--- src/rtl/muldiv_unit.sv ---
// muldiv_unit: iterative RV32M multiply/divide unit.
//   Multiply is a 32-step shift-add into a 64-bit product.
//   Divide is a 32-step restoring divider that yields a quotient and a remainder.
//   Both run on operand magnitudes. The sign is applied in a single FIX cycle.
//   Divide-by-zero and signed overflow skip straight to DONE one cycle after start.
//
// Ports
//   clock          single clock, rising edge
//   reset          synchronous, active-high
//   start          begin an operation (sampled only in IDLE)
//   funct3[2:0]    0 MUL, 1 MULH, 2 MULHSU, 3 MULHU, 4 DIV, 5 DIVU, 6 REM, 7 REMU
//   op_a, op_b     dividend/multiplicand, divisor/multiplier
//   rd_in[4:0]     destination register, captured with the operands
//   busy           high in every state except IDLE
//   done           one-cycle pulse: result/rd_out valid (register-file write enable)
//   result, rd_out outcome and destination, held until the next DONE
//
// state | meaning
// IDLE  | waiting for start
// CALC  | 32 shift-add / restoring-divide iterations
// FIX   | sign correction and output word select
// DONE  | result valid, done pulse, back to IDLE next edge

module muldiv_unit #(
   parameter int XLEN = 32
) (
   input  logic            clock,
   input  logic            reset,
   input  logic            start,
   input  logic [2:0]      funct3,
   input  logic [XLEN-1:0] op_a,
   input  logic [XLEN-1:0] op_b,
   input  logic [4:0]      rd_in,
   output logic            busy,
   output logic            done,
   output logic [XLEN-1:0] result,
   output logic [4:0]      rd_out
);

   localparam int CW = $clog2(XLEN);

   typedef enum logic [1:0] {
      IDLE = 2'd0,
      CALC = 2'd1,
      FIX  = 2'd2,
      DONE = 2'd3
   } state_t;

   state_t state, state_nxt;

   logic [2:0]      f3_q;
   logic [4:0]      rd_q;
   logic            neg_q;
   logic [CW-1:0]   cnt;
   // hi/lo: product upper/lower for multiply, remainder/quotient for divide
   logic [XLEN-1:0] hi;
   logic [XLEN-1:0] lo;
   // multiplicand magnitude for multiply, divisor magnitude for divide
   logic [XLEN-1:0] addend;

   logic            a_signed, b_signed, neg_a, neg_b;
   logic [XLEN-1:0] mag_a, mag_b;
   logic            div_zero, div_ovf, quick;
   logic [XLEN-1:0] quick_result;

   logic [XLEN:0]     mul_sum;
   logic [XLEN:0]     div_shift;
   logic [XLEN:0]     div_diff;
   logic [2*XLEN-1:0] prod_fix;
   logic [XLEN-1:0]   quo_fix, rem_fix, fix_word;

   // Operand decode for the start edge
   always_comb begin
      a_signed = (funct3 == 3'd1) || (funct3 == 3'd2) || (funct3 == 3'd4) || (funct3 == 3'd6);
      b_signed = (funct3 == 3'd1) || (funct3 == 3'd4) || (funct3 == 3'd6);
      neg_a    = a_signed & op_a[XLEN-1];
      neg_b    = b_signed & op_b[XLEN-1];
      // The magnitude of the most negative value is exactly 2^31 when read as unsigned.
      mag_a    = neg_a ? -op_a : op_a;
      mag_b    = neg_b ? -op_b : op_b;
      div_zero = funct3[2] && (op_b == '0);
      div_ovf  = funct3[2] && !funct3[0] && (op_a == {1'b1, {(XLEN-1){1'b0}}}) && (op_b == '1);
      quick    = div_zero | div_ovf;
      if (div_zero)
         quick_result = funct3[1] ? op_a : '1;
      else
         quick_result = funct3[1] ? '0 : op_a;
   end

   // One iteration step and the sign-fix word
   always_comb begin
      mul_sum   = {1'b0, hi} + (lo[0] ? {1'b0, addend} : {(XLEN+1){1'b0}});
      div_shift = {hi, lo[XLEN-1]};
      div_diff  = div_shift - {1'b0, addend};
      prod_fix  = neg_q ? -{hi, lo} : {hi, lo};
      quo_fix   = neg_q ? -lo : lo;
      rem_fix   = neg_q ? -hi : hi;
      case (f3_q)
         3'd0:                   fix_word = prod_fix[XLEN-1:0];
         3'd1, 3'd2, 3'd3:       fix_word = prod_fix[2*XLEN-1:XLEN];
         3'd4, 3'd5:             fix_word = quo_fix;
         default:                fix_word = rem_fix;
      endcase
   end

   always_ff @(posedge clock) begin
      if (reset)
         state <= IDLE;
      else
         state <= state_nxt;
   end

   always_comb begin
      state_nxt = state;
      case (state)
         IDLE: if (start) state_nxt = quick ? DONE : CALC;
         CALC: if (cnt == '1) state_nxt = FIX;
         FIX:  state_nxt = DONE;
         DONE: state_nxt = IDLE;
         default: state_nxt = IDLE;
      endcase
   end

   assign busy = (state != IDLE);
   assign done = (state == DONE);

   always_ff @(posedge clock) begin
      if (reset) begin
         f3_q   <= '0;
         rd_q   <= '0;
         neg_q  <= 1'b0;
         cnt    <= '0;
         hi     <= '0;
         lo     <= '0;
         addend <= '0;
         result <= '0;
         rd_out <= '0;
      end else begin
         case (state)
            IDLE: begin
               if (start) begin
                  f3_q <= funct3;
                  rd_q <= rd_in;
                  cnt  <= '0;
                  hi   <= '0;
                  // Remainders take the dividend's sign. Everything else takes the XOR of both signs.
                  neg_q <= (funct3[2] && funct3[1]) ? neg_a : (neg_a ^ neg_b);
                  if (funct3[2]) begin
                     lo     <= mag_a;
                     addend <= mag_b;
                  end else begin
                     lo     <= mag_b;
                     addend <= mag_a;
                  end
                  if (quick) begin
                     result <= quick_result;
                     rd_out <= rd_in;
                  end
               end
            end
            CALC: begin
               cnt <= cnt + CW'(1);
               if (f3_q[2]) begin
                  // A borrow out of the 33-bit subtract means the trial remainder was below the divisor.
                  if (!div_diff[XLEN]) begin
                     hi <= div_diff[XLEN-1:0];
                     lo <= {lo[XLEN-2:0], 1'b1};
                  end else begin
                     hi <= div_shift[XLEN-1:0];
                     lo <= {lo[XLEN-2:0], 1'b0};
                  end
               end else begin
                  hi <= mul_sum[XLEN:1];
                  lo <= {mul_sum[0], lo[XLEN-1:1]};
               end
            end
            FIX: begin
               result <= fix_word;
               rd_out <= rd_q;
            end
            default: ;
         endcase
      end
   end

endmodule

--- config.mk ---
export PLATFORM = sky130hd
export DESIGN_NAME = muldiv_unit
export DESIGN_NICKNAME = d
export VERILOG_FILES = /design/src/rtl/muldiv_unit.sv
export SDC_FILE = /design/constraint.sdc
export NUM_CORES = 1
export LEC_CHECK = 0
export CAP_MARGIN = 15
export CORE_MARGIN = 2
export CORE_UTILIZATION = 35
export CTS_CLUSTER_SIZE = 20
export DETAILED_ROUTE_END_ITERATION = 12
export GPL_TIMING_DRIVEN = 0
export PLACE_DENSITY = 0.54
export SLEW_MARGIN = 5
export SYNTH_ARGS = -nofsm -noshare
export SYNTH_HDL_FRONTEND = slang
export SYNTH_SLANG_ARGS = --single-unit
--- constraint.sdc ---
create_clock -name clock -period 4.3 [get_ports clock]
set_input_delay 1.075 -clock clock [delete_from_list [all_inputs] [get_ports clock]]
set_output_delay 1.075 -clock clock [all_outputs]
set_load 0.05 [all_outputs]
== Word level (Yosys, flattened, before mapping) ==
Index checks and enable logic that the tools add are counted.
W data, S select, Z words.

* Flip-flop bits (word level): 149
* Logic and storage cells: 96
* Input bits: 75

* Bitwise operators: 4
* Reduce and logical (&&, ||, !) cells: 23
* Multiplexer cells: 33
* Equality and inequality tests: 18
* $add $sub $neg: 8

{| class="wikitable"
|+ Operator list
! kind !! number
|-
| $mux W32 || 17
|-
| $pmux W32 S2 || 3
|-
| $neg A32 Y32 || 4
|-
| $pmux W32 S3 || 1
|-
| $eq A32 B32 Y1 const B || 2
|-
| $mux W64 || 1
|-
| $neg A64 Y64 || 1
|-
| $add A32 B32 Y33 || 1
|-
| $sub A33 B32 Y33 || 1
|-
| $logic_not A32 Y1 || 1
|-
| $pmux W5 S2 || 2
|-
| $mux W5 || 3
|-
| $eq A3 B3 Y1 const B || 4
|-
| $eq A3 B2 Y1 const B || 3
|-
| $pmux W2 S4 || 1
|-
| $eq A3 B1 Y1 const B || 2
|-
| $mux W2 || 3
|-
| $ne A2 B2 Y1 const B || 3
|-
| $reduce_and A2 Y1 || 3
|-
| $reduce_bool A2 Y1 || 3
|-
| $add A5 B1 Y5 const B || 1
|-
| $eq A5 B5 Y1 const B || 1
|-
| $logic_and A1 B1 Y1 || 5
|-
| $logic_or A1 B1 Y1 || 5
|-
| 12 further kinds || 15
|}

== Logic depth before layout (Yosys ltp) ==
Gate-level depths: netlist of the first run.

* Depth after elaboration: 9
* Mapped depth: 14
* Mapped depth without buffers: 13

== Least setup slack after synthesis of the first run ==
Ideal clock, no wire load.

* Kind: input to register
* From: input port op_b[6]
* To: register result[31]
* Stages: 11
* Buffers on the path: 3
* Setup slack: 951 ps
* Arrival: 3263 ps
* Required time: 4214 ps
* Cell sequence: nor4_1 > nand4_1 > or3_1 > clkbuf_1 > nor2_1 > buf_4 > buf_2 > nor2_1 > a211oi_1 > a211oi_1 > a211oi_1

* Word-level cells in the longest chain between the ends: 6
* Elaborated cells on any way between the ends: 11
* Those cells by class: eq/ne (2); mux (4); bitwise (1); reduce/logical (4)

{| class="wikitable"
|+ RTL lines
! element !! line !! text
|-
| start, declared || 32 || <nowiki>input logic [XLEN-1:0] op_b,</nowiki>
|-
| $logic_not A32 Y1 || 81 || <nowiki>div_zero = funct3[2] && (op_b == '0);</nowiki>
|-
| $logic_and A1 B1 Y1 || 81 ||
|-
| $mux W32 || 84 || <nowiki>if (div_zero)</nowiki>
|-
| $mux W32 || 155 || <nowiki>if (quick) begin</nowiki>
|-
| $mux W32 || 141 || <nowiki>if (start) begin</nowiki>
|-
| $pmux W32 S2 || 139 || <nowiki>case (state)</nowiki>
|-
| end signal, assigned || 156 || <nowiki>result <= quick_result;</nowiki>
|-
| end signal, assigned || 178 || <nowiki>result <= fix_word;</nowiki>
|-
| end, declared || 36 || <nowiki>output logic [XLEN-1:0] result,</nowiki>
|}

Several ways; a longest one is shown, not always the timed one. The select of a mux whose other input is x is not followed.
A chain may end at the register's enable or synchronous reset.

== Worst setup path in the final report of the first run ==
* From: register lo[31]
* To: register hi[5]

* Word-level cells in the longest chain between the ends: 4

{| class="wikitable"
|+ RTL lines
! element !! line !! text
|-
| start, declared || 57 || <nowiki>logic [XLEN-1:0] lo;</nowiki>
|-
| start signal, assigned || 149 || <nowiki>lo <= mag_a;</nowiki>
|-
| start signal, assigned || 152 || <nowiki>lo <= mag_b;</nowiki>
|-
| start signal, assigned || 167 || <nowiki>lo <= {lo[XLEN-2:0], 1'b1};</nowiki>
|-
| $sub A33 B32 Y33 || 94 || <nowiki>div_diff = div_shift - {1'b0, addend};</nowiki>
|-
| $mux W32 || 165 || <nowiki>if (!div_diff[XLEN]) begin</nowiki>
|-
| $mux W32 || 163 || <nowiki>if (f3_q[2]) begin</nowiki>
|-
| $pmux W32 S2 || 139 ||
|-
| end signal, assigned || 166 || <nowiki>hi <= div_diff[XLEN-1:0];</nowiki>
|-
| end signal, assigned || 169 || <nowiki>hi <= div_shift[XLEN-1:0];</nowiki>
|-
| end signal, assigned || 173 || <nowiki>hi <= mul_sum[XLEN:1];</nowiki>
|-
| end, declared || 56 || <nowiki>logic [XLEN-1:0] hi;</nowiki>
|}

Every way passes these cells.

==> results of run 1 <==
[repair_timing]
action                     in CTS  in global routing
gates resized for setup         8                 17
hold endpoints to repair        0                  0
gates cloned                    0                  0
buffers inserted                0                  5
pin swaps                       0                  4
setup endpoints to repair      66                 54
[power breakdown]
part / internal, mW / switching, mW
Combinational: 1.21 / 2.52
Sequential: 1.56 / 0.251
Clock: 0.808 / 0.728
[worst reg2reg max path: cells and delay by family (launching register included)]
| family | cells | cell delay, ns |
|---|---|---|
| compound gates | 6 | 1.35 |
| xor+xnor | 1 | 0.33 |
| fa+ha+maj | 2 | 0.71 |
| buf+inv | 3 | 0.89 |
| flops | 1 | 0.49 |
| simple gates | 2 | 0.30 |
[sequential cells by signal (all words and copies together) (netlist names)]
register / count
addend: 32
cnt: 5
f3_q: 3
hi: 32
lo: 32
neg_q: 1
rd_out: 5
rd_q: 5
result: 32
state: 2
[cells in the mapped netlist (all sizes together) (5+ instances only)]
cell | instances | area share (%)
a211oi | 66 | 3.2
a21o | 32 | 1.6
a21oi | 180 | 5.9
a22oi | 24 | 1.2
a311oi | 15 | 0.85
a31oi | 19 | 0.77
and2 | 22 | 0.89
and3 | 11 | 0.45
buf | 35 | 1.0
clkbuf | 125 | 3.1
dfxtp | 149 | 19
ha | 75 | 6.1
inv | 65 | 1.6
maj3 | 26 | 1.7
mux2 | 34 | 2.5
mux2i | 54 | 3.5
nand2 | 213 | 5.2
nand2b | 23 | 0.93
nand3 | 43 | 1.4
nand3b | 6 | 0.29
nand4 | 24 | 0.98
nor2 | 232 | 5.7
nor2b | 10 | 0.41
nor3 | 84 | 2.7
nor3b | 5 | 0.28
nor4 | 28 | 1.3
o2111ai | 6 | 0.34
o211ai | 36 | 1.8
o21a | 11 | 0.54
o21ai | 125 | 4.1
o21bai | 9 | 0.44
o221ai | 17 | 0.97
o22ai | 11 | 0.45
o311ai | 9 | 0.51
o31a | 7 | 0.40
o31ai | 33 | 1.7
o41ai | 14 | 1.0
or2 | 9 | 0.37
or3 | 28 | 1.1
or4 | 13 | 0.68
xnor2 | 83 | 4.7
xor2 | 83 | 4.7
[cells in the final DEF, fill, tap and decap left out, types with 23 or more instances in the layout]
cell / netlist / layout
a211oi_1: 66 / 64
a21o_1: 32 / 32
a21oi_1: 179 / 179
a22oi_1: 24 / 24
clkbuf_1: 124 / 121
clkdlybuf4s50_1: 0 / 111
dfxtp_1: 149 / 149
ha_1: 75 / 75
inv_1: 65 / 65
maj3_1: 26 / 26
mux2_2: 34 / 34
mux2i_1: 54 / 54
nand2_1: 213 / 212
nand2b_1: 23 / 23
nand3_1: 43 / 43
nand4_1: 24 / 24
nor2_1: 231 / 230
nor3_1: 84 / 84
nor4_1: 26 / 24
o211ai_1: 35 / 35
o21ai_0: 119 / 118
o31ai_1: 31 / 31
or3_1: 28 / 28
xnor2_1: 83 / 82
xor2_1: 83 / 82
[worst min path at each step]
stage / start / depth (start not counted) / endpoint / slack, ns
2_1_floorplan: addend[10] / 2 / addend[10] / 0.43
3_3_place_gp: rd_q[3] / 2 / rd_q[3] / 0.44
3_5_place_dp: rd_q[4] / 2 / rd_q[4] / 0.45
4_1_cts: rd_q[4] / 2 / rd_q[4] / 0.46
5_1_grt: rd_q[4] / 2 / rd_q[4] / 0.48
6_report: result[8] / 2 / result[8] / 0.46
[stage by stage]
step	area [µm²]	setup slack (ns)
2_1_floorplan	15400	0.951
3_3_place_gp	17200	-0.857
3_5_place_dp	17300	-0.807
4_1_cts	17900	-0.0632
5_1_grt	18000	0.00149
6_report	18000	0.115
[kinds of logic after synthesis]
logic type	after synthesis
AOI/OAI and AO/OA	654
xor gates and xnor gates	166
and+or+nand+nor	762
muxes	88
DFF	149
buffers and inverters	226
adders and majority gates	103
[layer usage]
metal	part of all wire (%)	track usage, %
met5	0.011	0
met1	44	45.6
met4	4.2	12.7
met2	44	50.7
met3	7.7	4.82
[layout make-up]
cell class	count	area, µm²	share of cell area [%]
sequential	149	2980	16.6
buffer	160	634	3.53
timing repair buffer	117	1160	6.45
inverter	66	248	1.38
antenna	1	2.50	0.0139
multi-input combinational	1773	11600	64.8
clock buffer	20	467	2.60
clock inverter	12	109	0.606
tap	585	732	4.07
==> results.json, run 1 <==
{
  "insertion_delay_ns": 0.46,
  "power_density_mw_per_mm2": 393,
  "die_w_um": 214,
  "fmax_mhz": 239,
  "track_usage_pct": 32.7,
  "post-route-min-period_ns": 4.18,
  "finalMaxSlewViolations": 0,
  "post_drt_wl_per_cell_um": 26.2,
  "fillers": 4605,
  "r2r-start": "lo[31]",
  "synthesis.area_mm2": 0.0154,
  "layout-drive-gt1-share_pct": 5.79,
  "critPathCaptureType": "register",
  "worstPathRequired_ns": 4.66,
  "leakage_nw": 6.56,
  "synth_adder_area_share_pct": 8.05,
  "hpwl_mm": 61.2,
  "drt_iter0_drc": 1941,
  "r2r_setup_slack_ns": 0.12,
  "path_class": "reg2reg",
  "reg2reg_depth": 14,
  "start_util_pct": 35.6,
  "crit_arrival_ns": 4.54,
  "synth_compound_area_share_pct": 28.1,
  "synthCells": 2148,
  "dieArea_mm2": 0.0457,
  "clk_pin_slew_ns": 0.08,
  "htreeDepth": 4,
  "crit_family": "compound AO/OA/AOI/OAI gates",
  "route.vias.total": 17700,
  "grt.overflow.total": 0,
  "cp_slowest_cell": "dfxtp_1",
  "cts_sinks": 149,
  "grt_pass1_wl_mm": 109,
  "hold_violations": 0,
  "synth-seq-cells": 149,
  "synthMuxAreaShare_pct": 6.00,
  "crit_cells": 14,
  "slowest_delay_ns": 0.49,
  "fin_crit_sh_pct": 97.3,
  "port_buffers": 111,
  "area_delta_synth_final_pct": 16.7,
  "worstMarginPinSlew_ns": 1.12,
  "cap_viol_max_count": 0,
  "postLayoutCoreUtil_pct": 41.5,
  "hp-class": "reg2reg",
  "ys_seq_area_share_pct": 19.4,
  "cp_num_buf_inv": 3,
  "hold_buffers": 0,
  "coreArea_mm2": 0.0433,
  "async_reset_ff_share_pct": 0,
  "ir_drop_mv": 0.246,
  "dr.pass1.iters": 5,
  "grt_max_degree": 17,
  "vias_per_cell": 6.13,
  "ys_warn_count": 0,
  "place_inst": 2845,
  "cts_tree": "yes",
  "cts-buffers-inserted": 17,
  "stdcell_count": 2883,
  "slew_headroom_pct": 25.4,
  "synthFlopType": "dfxtp_1",
  "synth_top_family_by_area": "compound AO/OA/AOI/OAI gates",
  "synth_edf_count": 0,
  "reg2reg_to": "hi[5]",
  "ioPinCount": 114,
  "p_total_mw": 7.07,
  "syn_nets": 2300,
  "grt_antenna_before_repair": 1,
  "synth_xor_area_share_pct": 9.44,
  "cp-endpoint": "hi[5]",
  "rows": 76,
  "routed_wl_mm": 75.4,
  "cp_cell_sequence": "inv_1, ha_1, fa_1, nand2b_1, a21oi_1, o21ai_0, o21ai_2, buf_4, a21oi_1, o21ai_2, xnor2_2, clkbuf_2, nand3_1, a311oi_1",
  "grt_pass1_vias": 16500,
  "final_nets": 2436,
  "finalSetupViolCount": 0,
  "ys_types": 84,
  "outcome": "complete, no violations",
  "rsz0062_at_grt": "false",
  "cts_root_buf": "clkbuf_16",
  "chipHeight_um": 214,
  "fin_tns_setup_ns": 0,
  "ant_nets": 0,
  "drc": 0,
  "whs_ns": 0.458,
  "postSynthAreaPerCell_um2": 7.17,
  "cts_buffer_depth": 2,
  "cp-startpoint": "lo[31]",
  "synthSimpleGateAreaFrac_pct": 23.4,
  "start_kind": "register",
  "place.gp.congestion": 0.999,
  "cp_max_fo": 10,
  "skew_ns": 0.0130
}
No activity file was read; power rests on OpenSTA's default activity.
==> run 2, diff against run 1 <==
SLEW_MARGIN = 20   (was 5)
==> results of run 2 <==
The final DEF is identical to that of run 1; final timing and power are the same.
==> run 3, diff against run 2 <==
TNS_END_PERCENT = 5   (was default)
==> run 3 against run 2 <==
  * Fmax is 0.25% lower
  * Flip-flop and latch count stayed put
  * Routed wire length hardly changed
  * Sequential share of layout area hardly changed
  * Global-route usage stayed put
  * Cell count hardly changed
  * Die area stayed put
  * Largest cell class unchanged
  * Largest power group unchanged
==> results.json, run 3 (same netlist as run 1, synthesis figures left out) <==
{
  "grt_max_degree": 17,
  "rsz0062_at_grt": "true",
  "place.gp.congestion": 0.999,
  "ant_nets": 0,
  "hpwl_mm": 61.2,
  "drc": 0,
  "hold_buffers": 0,
  "slowest_delay_ns": 0.49,
  "htreeDepth": 4,
  "dr.pass1.iters": 6,
  "start_kind": "register",
  "outcome": "complete, no violations",
  "coreArea_mm2": 0.0433,
  "switching_power_mw": 3.50,
  "p_total_mw": 7.07,
  "grt_pass1_vias": 16500,
  "post_drt_wl_per_cell_um": 26.2,
  "skew_ns": 0.0124,
  "ir_drop_mv": 0.246,
  "grt_pass1_wl_mm": 109,
  "crit_arrival_ns": 4.56,
  "worstPathRequired_ns": 4.66,
  "power_density_mw_per_mm2": 394,
  "multi_input_area_mm2": 0.0116,
  "worstMarginPinSlew_ns": 1.10,
  "postPlaceCellArea_mm2": 0.0173,
  "slew_headroom_pct": 26.8,
  "cp_cell_sequence": "inv_1, ha_1, fa_1, nand2b_1, a21oi_1, o21ai_0, o21ai_2, buf_4, a21oi_1, o21ai_2, xnor2_2, clkbuf_2, nand3_1, a311oi_1",
  "chipHeight_um": 214,
  "ioPinCount": 114,
  "register_area_mm2": 0.00298,
  "clkPwrFrac_pct": 21.7,
  "area_delta_synth_final_pct": 16.7,
  "final_common_cell": "nor2_1",
  "cts-buffers-inserted": 17,
  "cts_buffer_depth": 2,
  "cp_max_fo": 10,
  "die_w_um": 214,
  "vias_per_cell": 6.14,
  "cp_slowest_cell": "dfxtp_1",
  "hp-class": "reg2reg",
  "cts_sinks": 149,
  "leakage_nw": 6.55,
  "antenna_cells": 0,
  "design_area_mm2": 0.0180,
  "fillers": 4604,
  "seqPwrFrac_pct": 25.6,
  "grt.overflow.total": 0,
  "post-route-min-period_ns": 4.20,
  "routed_wl_mm": 75.5,
  "switching_share_pct": 49.5,
  "crit_family": "compound AO/OA/AOI/OAI gates",
  "grt_antenna_before_repair": 1,
  "track_usage_pct": 32.7,
  "route.vias.total": 17700,
  "drt_iter0_drc": 2006,
  "internal-power_mw": 3.57,
  "cts_tree": "yes",
  "port_buffers": 111,
  "insertion_delay_ns": 0.46,
  "rows": 76,
  "finalMaxSlewViolations": 0,
  "fmax_mhz": 238,
  "cp_num_buf_inv": 3,
  "whs_ns": 0.457,
  "start_util_pct": 35.6,
  "hold_violations": 0,
  "clk_pin_slew_ns": 0.08,
  "critPathCaptureType": "register",
  "fin_crit_sh_pct": 97.6,
  "cap_viol_max_count": 0,
  "final_nets": 2436,
  "finalSetupViolCount": 0,
  "combinationalPowerShare_pct": 52.6,
  "cts_root_buf": "clkbuf_16",
  "fin_tns_setup_ns": 0,
  "layout-drive-gt1-share_pct": 5.75,
  "dieArea_mm2": 0.0457,
  "layout_common_cells": "nor2_1 (231), nand2_1 (212), a21oi_1 (179), dfxtp_1 (149), clkbuf_1 (122)",
  "path_class": "reg2reg",
  "postLayoutCoreUtil_pct": 41.5
}
[run 3: changes by cell type in the layout (fill, tap and decap cells not counted)]
cell	before	now
a211oi_2	2	3
o21ai_4	1	0
clkbuf_1	121	122
nor2_2	2	1
nor2_1	230	231
o21ai_2	2	3
a211oi_1	64	63
diode_2	1	0
clkbuf_2	5	4
[run 3: final timing paths]
path | start | to | slack [ns] | cells after the start
max | lo[31] | hi[20] | 0.10 | 14
min | result[8] | result[8] | 0.46 | 2
max reg2reg | lo[31] | hi[20] | 0.10 | 14
min reg2reg | result[8] | result[8] | 0.46 | 2
[run 3: repair_timing]
item | CTS | global route
endpoints found under the hold margin | 0 | 0
resized for setup | 8 | 14
setup buffers | 0 | 5
pin swaps | 0 | 4
endpoints found under the setup margin | 66 | 54
[run 3: layout make-up]
cell class | count | area share (%)
Inverter | 66 | 1.38
Sequential cell | 149 | 16.6
Clock inverter | 12 | 0.606
Buffer | 160 | 3.53
Timing Repair Buffer | 117 | 6.45
Multi-Input combinational cell | 1773 | 64.8
Tap cell | 585 | 4.08
Clock buffer | 20 | 2.60
[run 3: power by group through the flow]
stage               clock (mW)  combinational [mW]  sequential, mW
floorplan                    0                2.28            1.76
global placement             0                3.56            1.82
detailed placement           0                3.55            1.83
CTS                       1.54                3.58            1.80
global route              1.60                3.94            1.83
finish                    1.54                3.72            1.81
[run 3: metal layers]
metal | GRT usage, % | routed length (µm) | vias up
met5 | 0 | 8 | -
met4 | 12.7 | 3080 | 2
met3 | 4.82 | 5760 | 157
met2 | 50.7 | 33000 | 851
met1 | 45.6 | 33600 | 8551
li1 | - | - | 8139
[run 3: per-stage QoR]
stage	worst slack, ns	std cells
3_5_place_dp	-0.807	2845
4_1_cts	-0.0632	2877
2_1_floorplan	0.951	2148
5_1_grt	-0.0713	2882
3_3_place_gp	-0.857	2844
6_report	0.105	2882
[run 3: worst reg2reg max path, cell delays in order (launching register included)]
cell and delay [ns]:
dfxtp_1 0.49, inv_1 0.26, ha_1 0.31, fa_1 0.41
nand2b_1 0.18, a21oi_1 0.20, o21ai_0 0.23, o21ai_2 0.18
buf_4 0.19, a21oi_1 0.13, o21ai_2 0.32, xnor2_2 0.34
clkbuf_2 0.45, nand3_1 0.13, a311oi_1 0.29
